### config.mk
export PLATFORM = sky130hd
export DESIGN_NAME = flow_check
export DESIGN_NICKNAME = d
export VERILOG_FILES = /design/src/rtl/flow_pkg.sv /design/src/rtl/flow_stat_regs.sv /design/src/rtl/flow_check.sv
export SDC_FILE = /design/constraint.sdc
export NUM_CORES = 2
export LEC_CHECK = 0
export ABC_CLOCK_PERIOD_IN_PS = 10900
export CORE_MARGIN = 5
export CORE_UTILIZATION = 48
export CTS_BUF_LIST = sky130_fd_sc_hd__clkbuf_8 sky130_fd_sc_hd__clkbuf_16
export DETAILED_ROUTE_END_ITERATION = 10
export GPL_ROUTABILITY_DRIVEN = 0
export HOLD_SLACK_MARGIN = 0.02
export PLACE_DENSITY = 0.68
export SYNTH_ARGS = -nofsm -noshare
export SYNTH_HDL_FRONTEND = slang
export SYNTH_SLANG_ARGS = --single-unit
### constraint.sdc
create_clock -name axi_aclk -period 10.9 [get_ports axi_aclk]
set_input_delay 2.18 -clock axi_aclk [delete_from_list [all_inputs] [get_ports axi_aclk]]
set_output_delay 2.18 -clock axi_aclk [all_outputs]
set_load 0.02 [all_outputs]
### src/rtl/flow_pkg.sv
// Shared definitions for the flow_check sink: beat-0 field layout, per-flow stats record,
// FSM state encoding and the saturating error-counter increment.
package flow_pkg;

    localparam int unsigned MAC_W   = 48;
    localparam int unsigned ETYPE_W = 16;
    localparam int unsigned PROTO_W = 8;
    localparam int unsigned IP_W    = 32;
    localparam int unsigned PORT_W  = 16;
    localparam int unsigned SEQ_W   = 32;
    localparam int unsigned TS_W    = 32;

    // Beat-0 bit offsets, fields packed upward from bit 0
    localparam int unsigned DST_MAC_OFF  = 0;
    localparam int unsigned ETYPE_OFF    = DST_MAC_OFF + MAC_W;
    localparam int unsigned PROTO_OFF    = ETYPE_OFF + ETYPE_W;
    localparam int unsigned DST_IP_OFF   = PROTO_OFF + PROTO_W;
    localparam int unsigned SRC_PORT_OFF = DST_IP_OFF + IP_W;
    localparam int unsigned DST_PORT_OFF = SRC_PORT_OFF + PORT_W;
    localparam int unsigned SEQ_OFF      = DST_PORT_OFF + PORT_W;
    localparam int unsigned TS_OFF       = SEQ_OFF + SEQ_W;

    localparam int unsigned PKT_W  = 32;
    localparam int unsigned BYTE_W = 48;
    localparam int unsigned ERR_W  = 16;
    localparam int unsigned LAT_W  = 32;

    typedef struct packed {
        logic [PKT_W-1:0]  pkt_cnt;
        logic [BYTE_W-1:0] byte_cnt;
        logic [ERR_W-1:0]  hdr_err;
        logic [ERR_W-1:0]  seq_err;
        logic [LAT_W-1:0]  lat_max;
    } flow_stat_t;

    typedef enum logic {
        ST_HDR  = 1'b0,
        ST_BODY = 1'b1
    } state_e;

    function automatic logic [ERR_W-1:0] sat_inc(input logic [ERR_W-1:0] v);
        return (v == {ERR_W{1'b1}}) ? v : v + ERR_W'(1);
    endfunction

endpackage

### src/rtl/flow_stat_regs.sv
// Per-flow statistics register file: one commit port, global clear, registered read port.
// A clear coinciding with a commit zeroes everything, then applies that commit on top.
module flow_stat_regs
    import flow_pkg::*;
#(
    parameter int unsigned NUM_FLOWS = 16,
    localparam int unsigned FLOW_W   = $clog2(NUM_FLOWS)
) (
    input  logic              clk_i,
    input  logic              rst_i,
    input  logic              clear_i,
    input  logic              commit_i,
    input  logic [FLOW_W-1:0] commit_flow_i,
    input  logic [BYTE_W-1:0] bytes_i,
    input  logic              hdr_err_i,
    input  logic              seq_err_i,
    input  logic [LAT_W-1:0]  lat_i,
    input  logic [FLOW_W-1:0] rd_sel_i,
    output flow_stat_t        rd_data_o
);

    flow_stat_t mem_q [NUM_FLOWS];
    flow_stat_t rd_q;
    flow_stat_t base;
    flow_stat_t upd;

    // Updated record for the committing flow, built on a zeroed base when clearing
    always_comb begin
        base = clear_i ? flow_stat_t'('0) : mem_q[commit_flow_i];
        upd  = base;
        upd.pkt_cnt  = base.pkt_cnt + PKT_W'(1);
        upd.byte_cnt = base.byte_cnt + bytes_i;
        if (hdr_err_i) begin
            upd.hdr_err = sat_inc(base.hdr_err);
        end
        if (seq_err_i) begin
            upd.seq_err = sat_inc(base.seq_err);
        end
        if (lat_i > base.lat_max) begin
            upd.lat_max = lat_i;
        end
    end

    always_ff @(posedge clk_i) begin
        if (rst_i) begin
            for (int unsigned i = 0; i < NUM_FLOWS; i++) begin
                mem_q[FLOW_W'(i)] <= '0;
            end
            rd_q <= '0;
        end else begin
            if (clear_i) begin
                for (int unsigned i = 0; i < NUM_FLOWS; i++) begin
                    mem_q[FLOW_W'(i)] <= '0;
                end
            end
            if (commit_i) begin
                mem_q[commit_flow_i] <= upd;
            end
            rd_q <= mem_q[rd_sel_i];
        end
    end

    assign rd_data_o = rd_q;

endmodule

### src/rtl/flow_check.sv
// H2C packet sink: parses beat 0 of each packet, checks header/sequence, and accumulates
// per-flow packet, byte, error and max-latency statistics with a CSR readback port.
module flow_check
    import flow_pkg::*;
#(
    parameter int unsigned RX_LEN          = 512,
    parameter int unsigned NUM_FLOWS       = 16,
    parameter logic [31:0] GLOBAL_DST_IP   = 32'hC0A8640A,
    parameter logic [15:0] GLOBAL_DST_PORT = 16'h1234,
    parameter logic [7:0]  GLOBAL_PROTOCOL = 8'h06,
    parameter logic [47:0] GLOBAL_DST_MAC  = 48'h001112345678,
    localparam int unsigned FLOW_W         = $clog2(NUM_FLOWS)
) (
    input  logic                axi_aclk,
    input  logic                axi_areset,
    input  logic [31:0]         timestamp,
    input  logic                s_axis_tvalid,
    input  logic [RX_LEN-1:0]   s_axis_tdata,
    input  logic [RX_LEN/8-1:0] s_axis_tkeep,
    input  logic                s_axis_tlast,
    output logic                s_axis_tready,
    input  logic [FLOW_W-1:0]   stat_sel,
    input  logic                stat_clear,
    output logic [31:0]         stat_pkt_cnt,
    output logic [47:0]         stat_byte_cnt,
    output logic [15:0]         stat_hdr_err,
    output logic [15:0]         stat_seq_err,
    output logic [31:0]         stat_lat_max,
    output logic [15:0]         unmapped_cnt,
    output logic                err_pulse
);

    localparam int unsigned ACC_W = 32;

    state_e            state_q, state_d;
    logic              hdr_beat_c, body_beat_c, last_beat_c;
    logic              tready_q;
    logic              accept;
    logic [ACC_W-1:0]  beat_bytes;
    logic [PORT_W-1:0] src_port;
    logic              beat_unmapped, beat_hdr_ok;
    logic              unused_bits;

    logic [FLOW_W-1:0] cur_flow_q, cur_flow_d;
    logic              cur_unmapped_q, cur_unmapped_d;
    logic              cur_hdr_ok_q, cur_hdr_ok_d;
    logic [SEQ_W-1:0]  cur_seq_q, cur_seq_d;
    logic [TS_W-1:0]   cur_ts_q, cur_ts_d;
    logic [ACC_W-1:0]  cur_bytes_q, cur_bytes_d;

    logic              cmt_valid_q;
    logic [FLOW_W-1:0] cmt_flow_q;
    logic              cmt_unmapped_q, cmt_hdr_ok_q;
    logic [SEQ_W-1:0]  cmt_seq_q;
    logic [TS_W-1:0]   cmt_ts_q;
    logic [ACC_W-1:0]  cmt_bytes_q;

    logic [SEQ_W-1:0]  exp_q [NUM_FLOWS];
    logic [SEQ_W-1:0]  exp_seq;
    logic              cmt_seq_bad, cmt_mapped, cmt_err;
    logic [LAT_W-1:0]  cmt_lat;
    logic [ERR_W-1:0]  unmapped_q;
    logic              err_pulse_q;
    flow_stat_t        rd_stat;

    assign accept        = s_axis_tvalid & tready_q;
    assign beat_bytes    = ACC_W'($countones(s_axis_tkeep));
    assign src_port      = s_axis_tdata[SRC_PORT_OFF +: PORT_W];
    assign beat_unmapped = (src_port >> FLOW_W) != '0;
    assign beat_hdr_ok   = (s_axis_tdata[DST_MAC_OFF  +: MAC_W]   == GLOBAL_DST_MAC)
                         & (s_axis_tdata[PROTO_OFF    +: PROTO_W] == GLOBAL_PROTOCOL)
                         & (s_axis_tdata[DST_IP_OFF   +: IP_W]    == GLOBAL_DST_IP)
                         & (s_axis_tdata[DST_PORT_OFF +: PORT_W]  == GLOBAL_DST_PORT);
    // Payload and ethertype bits are carried but never inspected
    assign unused_bits   = ^s_axis_tdata;

    always_ff @(posedge axi_aclk) begin
        if (axi_areset) begin
            state_q <= ST_HDR;
        end else begin
            state_q <= state_d;
        end
    end

    always_comb begin
        state_d = state_q;
        case (state_q)
            ST_HDR:  if (accept && !s_axis_tlast) state_d = ST_BODY;
            ST_BODY: if (accept && s_axis_tlast)  state_d = ST_HDR;
            default: state_d = ST_HDR;
        endcase
    end

    always_comb begin
        hdr_beat_c  = 1'b0;
        body_beat_c = 1'b0;
        case (state_q)
            ST_HDR:  hdr_beat_c  = accept;
            ST_BODY: body_beat_c = accept;
            default: hdr_beat_c  = 1'b0;
        endcase
        last_beat_c = accept & s_axis_tlast;
    end

    // In-flight packet context
    always_comb begin
        cur_flow_d     = cur_flow_q;
        cur_unmapped_d = cur_unmapped_q;
        cur_hdr_ok_d   = cur_hdr_ok_q;
        cur_seq_d      = cur_seq_q;
        cur_ts_d       = cur_ts_q;
        cur_bytes_d    = cur_bytes_q;
        if (hdr_beat_c) begin
            cur_flow_d     = src_port[FLOW_W-1:0];
            cur_unmapped_d = beat_unmapped;
            cur_hdr_ok_d   = beat_hdr_ok;
            cur_seq_d      = s_axis_tdata[SEQ_OFF +: SEQ_W];
            cur_ts_d       = s_axis_tdata[TS_OFF +: TS_W];
            cur_bytes_d    = beat_bytes;
        end else if (body_beat_c) begin
            cur_bytes_d    = cur_bytes_q + beat_bytes;
        end
    end

    // Commit-stage evaluation; a simultaneous clear makes the expected seq restart at 0
    assign exp_seq     = stat_clear ? '0 : exp_q[cmt_flow_q];
    assign cmt_seq_bad = cmt_seq_q != exp_seq;
    assign cmt_lat     = timestamp - cmt_ts_q;
    assign cmt_mapped  = cmt_valid_q & ~cmt_unmapped_q;
    assign cmt_err     = cmt_unmapped_q | ~cmt_hdr_ok_q | cmt_seq_bad;

    always_ff @(posedge axi_aclk) begin
        if (axi_areset) begin
            tready_q       <= 1'b0;
            cur_flow_q     <= '0;
            cur_unmapped_q <= 1'b0;
            cur_hdr_ok_q   <= 1'b0;
            cur_seq_q      <= '0;
            cur_ts_q       <= '0;
            cur_bytes_q    <= '0;
            cmt_valid_q    <= 1'b0;
            cmt_flow_q     <= '0;
            cmt_unmapped_q <= 1'b0;
            cmt_hdr_ok_q   <= 1'b0;
            cmt_seq_q      <= '0;
            cmt_ts_q       <= '0;
            cmt_bytes_q    <= '0;
            unmapped_q     <= '0;
            err_pulse_q    <= 1'b0;
            for (int unsigned i = 0; i < NUM_FLOWS; i++) begin
                exp_q[FLOW_W'(i)] <= '0;
            end
        end else begin
            tready_q       <= 1'b1;
            cur_flow_q     <= cur_flow_d;
            cur_unmapped_q <= cur_unmapped_d;
            cur_hdr_ok_q   <= cur_hdr_ok_d;
            cur_seq_q      <= cur_seq_d;
            cur_ts_q       <= cur_ts_d;
            cur_bytes_q    <= cur_bytes_d;
            cmt_valid_q    <= last_beat_c;
            if (last_beat_c) begin
                cmt_flow_q     <= cur_flow_d;
                cmt_unmapped_q <= cur_unmapped_d;
                cmt_hdr_ok_q   <= cur_hdr_ok_d;
                cmt_seq_q      <= cur_seq_d;
                cmt_ts_q       <= cur_ts_d;
                cmt_bytes_q    <= cur_bytes_d;
            end
            err_pulse_q <= cmt_valid_q & cmt_err;
            if (cmt_valid_q && cmt_unmapped_q) begin
                unmapped_q <= sat_inc(unmapped_q);
            end
            if (stat_clear) begin
                for (int unsigned i = 0; i < NUM_FLOWS; i++) begin
                    exp_q[FLOW_W'(i)] <= '0;
                end
            end
            if (cmt_mapped) begin
                exp_q[cmt_flow_q] <= cmt_seq_q + SEQ_W'(1);
            end
        end
    end

    flow_stat_regs #(
        .NUM_FLOWS (NUM_FLOWS)
    ) u_regs (
        .clk_i         (axi_aclk),
        .rst_i         (axi_areset),
        .clear_i       (stat_clear),
        .commit_i      (cmt_mapped),
        .commit_flow_i (cmt_flow_q),
        .bytes_i       (BYTE_W'(cmt_bytes_q)),
        .hdr_err_i     (~cmt_hdr_ok_q),
        .seq_err_i     (cmt_seq_bad),
        .lat_i         (cmt_lat),
        .rd_sel_i      (stat_sel),
        .rd_data_o     (rd_stat)
    );

    assign s_axis_tready = tready_q;
    assign stat_pkt_cnt  = rd_stat.pkt_cnt;
    assign stat_byte_cnt = rd_stat.byte_cnt;
    assign stat_hdr_err  = rd_stat.hdr_err;
    assign stat_seq_err  = rd_stat.seq_err;
    assign stat_lat_max  = rd_stat.lat_max;
    assign unmapped_cnt  = unmapped_q;
    assign err_pulse     = err_pulse_q;

endmodule

==> flow_summary.json <==
{
  "min_from": "cmt_bytes_q[14]",
  "synth.yosys.seq_area_share_pct": 58.25,
  "dr.pass1.iters": 8,
  "clk_latency_ps": 950,
  "endpoint": "cmt_bytes_q[31]",
  "syn_avg_cell_area_sq_um": 14.26,
  "start_kind": "input pin",
  "worstSetupEndpointType": "flip-flop",
  "finalCritPeriodShare_pct": 85.95,
  "hp-class": "flip-flop to flip-flop",
  "antenna_found_initial": 19,
  "viasPerCell": 6.654,
  "drive_above_1_share_pct": 20.31,
  "root_buffer": "clkbuf_16",
  "run_status": "completed",
  "grt_max_degree": 127,
  "rsz0062_at_grt": "no",
  "clk_pin_slew_ps": 60,
  "num_io_pins": 779,
  "instances_no_fill": 15748,
  "overflow": 0,
  "finalCriticalPeriod_ps": 9368,
  "worst_pin_slew_ps": 1332,
  "fill_cells": 26357,
  "drcViolationCount": 0,
  "numCtsBuffers": 347,
  "h-tree-depth": 5,
  "arrival_ps": 10140,
  "ys_seq_elements": 3188,
  "dieWidth_um": 583.6,
  "drtAntennaViolNets": 0,
  "cts_max_path_buffers": 4,
  "cts_tree": "yes",
  "ys_types": 98,
  "wl_met3_mm": 69.40,
  "drt_iter0_markers": 15746,
  "p_leak_nw": 61.66,
  "finalHoldViolCount": 0,
  "synth-edff-count": 2816,
  "post-place-ws_ps": 645.2,
  "core_area_sq_um": 327400,
  "row_count": 210,
  "area_delta_synth_final_pct": 12.20,
  "relSlewSlack_pct": 10.59,
  "wl_met1_mm": 177.3,
  "dr_total_vias": 104787,
  "critPathKind": "input pin to flip-flop",
  "final-setup-viol-count": 0,
  "regArea_sq_um": 92020,
  "power_mw": 32.11,
  "wl_met2_mm": 242.9,
  "top_layer_used": "met5",
  "crit_required_ps": 11670,
  "fin_skew_ps": 40.73,
  "synth_nets": 11874,
  "io_buffers": 450,
  "cp_max_fo": 5,
  "crit_start": "s_axis_tkeep[47]",
  "max_freq_ghz": 0.1067,
  "final_util_pct": 54.13,
  "clock-sinks": 3188,
  "vdd_drop_max_mv": 0.7623,
  "synthesis.area_sq_um": 157900,
  "initial_core_util_pct": 48.24,
  "ctsResizeCount": 0,
  "grt_pass1_vias": 107000,
  "synth_warnings": 0,
  "ff2ff_setup_slack_ps": 3280,
  "async_flop_share_pct": 0,
  "final.setup.tns_ps": 0,
  "drv_cap": 0,
  "dpl.cell_count": 15110,
  "holdBufCountCts": 0,
  "fp.dieH_um": 583.6,
  "dieArea_sq_um": 340600,
  "wirelength_mm": 513.9,
  "synth_ff_type": "edfxtp_1",
  "power_density_nw_per_um2": 181.2,
  "hpwl_mm": 271.1,
  "grt_pass1_wl_mm": 737.9,
  "r2r-end": "u_regs.mem_q[14][103]",
  "slew_viol_final": 0,
  "multiInputGateArea_sq_um": 61330,
  "syn_inst": 11078,
  "fin_ws_ps": 1532,
  "track_usage_pct": 29.65,
  "post_cts_buffers": 0,
  "fin_nets": 11909,
  "avgRoutedWirePerCell_um": 32.63,
  "worstRegToRegCells": 14
}
## registers in the layout, summed over array words and instances (netlist names), 4 cells and up, named ones only
name / count
cur_bytes_q: 32
cur_ts_q: 32
cmt_ts_q: 32
cur_seq_q: 32
unmapped_cnt: 16
cur_flow_q: 4
cmt_seq_q: 32
cmt_flow_q: 4
u_regs.mem_q: 2304
u_regs.rd_data_o: 144
exp_q: 512
cmt_bytes_q: 32
## per-stage QoR
| step | area, sq um | hold WS (ps) |
|---|---|---|
| 3_5_place_dp | 166000 | 450.5 |
| 3_3_place_gp | 166000 | 450.4 |
| 2_1_floorplan | 157900 | 431.5 |
| 5_1_grt | 177200 | 491.6 |
| 4_1_cts | 177200 | 466.6 |
| 6_report | 177200 | 467.2 |
## cell families (layout without fill, tap and decap cells)
kind of cell / count (synthesis) / count (layout) / synth area share (%)
simple gates: 3992 / 3992 / 10.40
flops: 3188 / 3188 / 58.25
mux: 1775 / 1775 / 22.63
buf+inv: 1145 / 1462 / 3.175
compound gates: 572 / 572 / 2.464
xor+xnor: 227 / 227 / 1.392
fa+ha+maj: 179 / 179 / 1.689
other cells: 0 / 7 / 0
## where the power goes
group,internal [mW],leakage [nW],switching [mW],total [mW]
combinational,2.69,21.4,3.71,6.40
clock,6.67,5.83,5.00,11.7
sequential,13.8,34.4,0.268,14.0
## worst min-delay path by stage
stage,end,cells after the start,slack (ps)
finish,cmt_bytes_q[14],2,470
global route,cmt_bytes_q[29],2,490
CTS,cmt_bytes_q[14],2,470
detailed placement,cmt_bytes_q[14],2,450
global placement,cmt_bytes_q[14],2,450
floorplan,cmt_bytes_q[11],2,430
## critical path, stage by stage
cell and delay, ps:
clkdlybuf4s50_1 460, inv_1 90, fa_1 540, inv_1 60, fa_1 490, inv_1 50
fa_1 450, fa_1 520, fa_1 440, fa_1 540, fa_1 430, fa_1 490
inv_1 40, ha_1 200, fa_1 450, a21oi_1 170, nor2_1 60, nor2_1 170
xnor2_1 130, ha_1 350, a21oi_1 110, o21bai_1 160, a21oi_1 190, nor3_1 650
nand2_1 230, nor3_1 220, xnor2_1 160, o21ai_0 90
## routing by layer
layer | GRT usage [%] | vias up
met5 | 0 | -
met4 | 12.19 | 8
met3 | 7.428 | 1411
met2 | 47.33 | 8242
met1 | 39.11 | 53522
li1 | - | 41604
## cell type report
| type | instances | share of cell area [%] |
|---|---|---|
| Antenna cell | 7 | 0.009885 |
| Clock buffer | 383 | 5.230 |
| Clock inverter | 248 | 1.061 |
| Inverter | 169 | 0.3671 |
| Multi-Input combinational cell | 6745 | 34.61 |
| Sequential cell | 3188 | 51.93 |
| Tap cell | 4346 | 3.069 |
| Timing Repair Buffer | 662 | 3.724 |
## placed cells by master (no fill, tap or decap), types with 101 or more instances in the layout
cell             Yosys  final
inv_1              167    256
a21oi_1            110    108
xnor2_1            106    103
dfxtp_1            372    368
buf_4               54    173
clkbuf_16            0    355
mux2i_1            327    326
and2_1             193    192
nor2_1            3136   3131
edfxtp_1          2816   2816
ha_1               122    122
xor2_1             102    101
nand2_1            285    257
mux4_2            1431   1431
clkdlybuf4s50_1      0    444
## synth_stat cells (76+ instances only)
| master | number | area [sq um] |
|---|---|---|
| nor2_1 | 3136 | 11770 |
| edfxtp_1 | 2816 | 84560 |
| mux4_2 | 1431 | 32230 |
| clkbuf_1 | 652 | 2447 |
| dfxtp_1 | 372 | 7447 |
| mux2i_1 | 327 | 3273 |
| nand2_1 | 285 | 1070 |
| and2_1 | 193 | 1207 |
| inv_1 | 167 | 626.9 |
| buf_2 | 128 | 640.6 |
| ha_1 | 122 | 1526 |
| a21oi_1 | 110 | 550.5 |
| nand3_1 | 110 | 550.5 |
| xnor2_1 | 106 | 928.4 |
| buf_1 | 103 | 386.6 |
| xor2_1 | 102 | 893.4 |
| a22oi_1 | 100 | 750.7 |
| a211oi_1 | 88 | 660.6 |
| o21ai_0 | 76 | 380.4 |
No activity file was read; power rests on OpenSTA's default activity.
